### src/rtl/counter.sv
// Toll-lane vehicle counter: total passes and hipass-equipped passes,
// both registered, wrapping modulo 2^WIDTH, with synchronous active-low reset.
module counter #(
    parameter int WIDTH = 4
) (
    input  logic             clk,
    input  logic             rst_n,
    input  logic [1:0]       en,
    output logic [WIDTH-1:0] count,
    output logic [WIDTH-1:0] hipass_in
);

    logic [WIDTH-1:0] count_nxt;
    logic [WIDTH-1:0] hipass_nxt;

    // Modulo increment; the carry out is deliberately discarded.
    function automatic logic [WIDTH-1:0] wrap_inc(input logic [WIDTH-1:0] val);
        logic [WIDTH:0] sum;
        sum = {1'b0, val} + {{WIDTH{1'b0}}, 1'b1};
        return sum[WIDTH-1:0];
    endfunction

    always_comb begin
        count_nxt  = count;
        hipass_nxt = hipass_in;
        unique case (en)
            2'b10: count_nxt = wrap_inc(count);
            2'b11: begin
                count_nxt  = wrap_inc(count);
                hipass_nxt = wrap_inc(hipass_in);
            end
            // 2'b01 carries a hipass flag without a pass event: ignored.
            default: ;
        endcase
    end

    always_ff @(posedge clk) begin
        if (!rst_n) begin
            count     <= '0;
            hipass_in <= '0;
        end else begin
            count     <= count_nxt;
            hipass_in <= hipass_nxt;
        end
    end

endmodule

### config.mk
export PLATFORM = sky130hd
export DESIGN_NAME = counter
export DESIGN_NICKNAME = d
export VERILOG_FILES = /design/src/rtl/counter.sv
export SDC_FILE = /design/constraint.sdc
export NUM_CORES = 1
export LEC_CHECK = 0
export ABC_AREA = 0
export CAP_MARGIN = 10
export CORE_AREA = 4 4 41 43
export CTS_CLUSTER_SIZE = 28
export DETAILED_ROUTE_END_ITERATION = 8
export DIE_AREA = 0 0 45 47
export SKIP_CTS_REPAIR_TIMING = 1
export SYNTH_ARGS = -nofsm -noshare
export SYNTH_HDL_FRONTEND = slang
export SYNTH_SLANG_ARGS = --single-unit
### constraint.sdc
create_clock -name clk -period 1.1 [get_ports clk]
set_input_delay 0.33 -clock clk [delete_from_list [all_inputs] [get_ports clk]]
set_output_delay 0.33 -clock clk [all_outputs]
set_load 0.02 [all_outputs]
==> results <==
[state kept, by name, summed over array words and instances (netlist names)]
| name | flops |
|---|---|
| count | 4 |
| hipass_in | 4 |
[synth_stat cells (2+ instances only)]
cell type  count  share of area
dfxtp_1        8           0.45
and2_1         5          0.088
xnor2_1        4          0.099
nand3_1        3          0.042
ha_1           2          0.071
nand2_1        2          0.021
[layer usage]
metal | wire (microns) | vias up | GRT usage
li1 | - | 163 | -
met1 | 324 | 143 | 0.1007
met2 | 359 | 9 | 0.1102
met3 | 59 | 2 | 0.02299
met4 | 4 | 0 | 0.08772
met5 | 0 | - | 0
[per-stage QoR]
step                      instance area (sq um)  total power (W)  setup TNS, ps  hold slack, ps  worst slack (ps)
after floorplan                           356.6        0.0003746              0           451.6             18.87
after global placement                    549.3        0.0004402          -4015           581.8            -430.1
after detailed placement                  549.3        0.0004403          -3960           586.9            -436.3
after CTS                                 571.8        0.0006790          -4163           595.0            -440.6
after global routing                      583.1        0.0007051         -53.16           446.3            -33.64
final                                     583.1        0.0006654              0           441.9             26.62
[final cells by class]
| class | count | share of cell area |
|---|---|---|
| multi-input cells | 25 | 0.3348 |
| repair buffers | 22 | 0.3112 |
| flip-flops and latches | 8 | 0.2833 |
| clock buffers | 3 | 0.03863 |
| well taps | 15 | 0.03219 |
[final timing paths]
| kind | to | slack, ps | cells past startpoint | startpoint |
|---|---|---|---|---|
| worst min-delay path | hipass_in[1]$_SDFFE_PN0N_ | 440 | 3 | en[0] |
| worst max register to register | hipass_in[3]$_SDFFE_PN0N_ | 50 | 4 | hipass_in[0]$_SDFFE_PN0N_ |
| worst min register to register | hipass_in[1]$_SDFFE_PN0N_ | 590 | 3 | hipass_in[1]$_SDFFE_PN0N_ |
| worst max-delay path | count[2] | 30 | 1 | count[2]$_SDFFE_PN0P_ |
[cells in the final DEF (no fill, tap or decap), types with 2 or more instances in the layout]
master / count
dfxtp_1: 4
buf_6: 3
clkbuf_4: 3
and2_1: 5
buf_4: 13
xnor2_1: 4
ha_1: 2
dlymetal6s2s_1: 2
buf_2: 2
nand2_1: 2
dfxtp_2: 4
nand3_1: 2
[cells by family (layout without fill, tap and decap cells)]
logic type	after synthesis	after routing	share of synthesized area
simple gates	14	14	0.2368
flops	8	8	0.4523
xor+xnor	5	5	0.1237
compound gates	3	3	0.05654
fa+ha+maj	2	2	0.07066
mux	1	1	0.02827
buf+inv	1	25	0.03180
[power groups by stage]
stage / clock [W] / combinational (W) / sequential [W]
after floorplan: 0 / 0.0000368 / 0.000338
after global placement: 0 / 0.000124 / 0.000316
after detailed placement: 0 / 0.000124 / 0.000316
after CTS: 0.000244 / 0.000125 / 0.000310
after global routing: 0.000255 / 0.000137 / 0.000313
final: 0.000229 / 0.000125 / 0.000311
==> impl_results.md <==
* Main synth FF type: dfxtp_1
* Status: complete, no violations
* I/O Pins at 12
* Share of flip-flops with an asynchronous set or reset at 0
* Worst hold path class: input port to flip-flop
* Slew Limit Headroom at 0.8326
* Cell Count, Final, Fillers Out at between 70 and 80
* Min Tclk post-route at between 1000 and 1500 ps
* Avg Synthesized Cell Area at 10.41 sq um
* Layout overhead on the synthesized area at 64.66%
* Max Freq at a little over 900 MHz
* Multi-input logic area at just under 200 sq um
* Sequential element share of the synthesized area at 0.4523
* Synthesized Nets at 40
* IR drop worst, VDD at ~470 uV
* Max incr delay on CP at about 330 ps
* Dpl cells at around 70
* H-tree Lvls at 1
* Routed wire length at 747 microns
* Max Slew Vio Count at 0
* Bufs and invs on worst path at 1
* CP Cell Sequence: buf_2
* Post-DR vias/cell at about 4.3
* Largest net degree at the start of global routing at 9
* Part of the cycle the worst path needs at 0.9758
* Kind of critical path: flip-flop to output port
* Sequential cell area at 165.2 sq um
* Endpoints failing setup at 0
* Initial antenna violation count at 0
* Grt ovf at 0
* Final ANT Viol Nets at 0
* Clock Skew at between 5 and 6 ps
* Sw power at 0.0001684 W
* Inserted Clock Buffers at 3
* IO buf count at 11
* Max Root-Sink Buffers at 2
* Row Count at 13
* Cells after Synth at 34
* Switching share of total power at 0.2531
* Crit-path slowest cell: dfxtp_1
* Pin slew with the least headroom to its limit at about 250 ps
* Mapped Area at between 300 and 400 sq um
* Final core utilization at 0.4481
* Top delay family on crit path: flip-flops
* Share of layout cells above drive strength 1 at 0.4828
* EDFF count, synth at 0
* Total track usage at 0.08234
* Die height at between 40 and 50 microns
* Synth unique cells at 16
* Via count at 317
* Net count reported at finish at 66
* Global-route wire length before repair at about 1.2 mm
* Wirelength per Cell at 10.23 microns
* Arrival time at the worst endpoint at between 700 and 800 ps
* Max-cap violations at 0
* WP data required at slightly below 800 ps
* Crit Path Max Fanout at 2
* Clk pwr share at 0.344
* CTS tree: yes
* Area of the die at approximately 2100 sq um
* Logic gate share of total power at 0.188
* Clock sinks at 8
* Cell Pwr Density at around 1100 nW/um^2
* 1st-iter DRT viols at 0
* Synthesized flop and latch total at 8
* DRC viols at 0
* Clock Root Buffer: clkbuf_4
* Filler cells at between 100 and 150
* Setup crit end kind: output port
* Synth Warn # at 0
* RSZ-0062 raised after global routing: true
* Antenna cells at 0
* RePlAce Congestion at between 0.6 and 0.7
* Drt pass-1 iters at 1
* Initial Utilization at 0.2721
* Die width at around 45 microns
* DP Wirelength at roughly 530 microns
* P_int at between 0.0004 and 0.0005 W
* Share of power burned in registers at 0.468
* CTS clock-pin slew for the worst setup and hold paths at 60 ps
* Leak at ~0.28 nW
* Clock latency on the worst-skew pair at ~250 ps
* CORE AREA at roughly 1300 sq um
* Final hold vios at 0
* Number of global-route vias before repair at around 280
* Worst Setup Start Kind: flip-flop
Note: power is estimated with default switching activity, not from simulation.
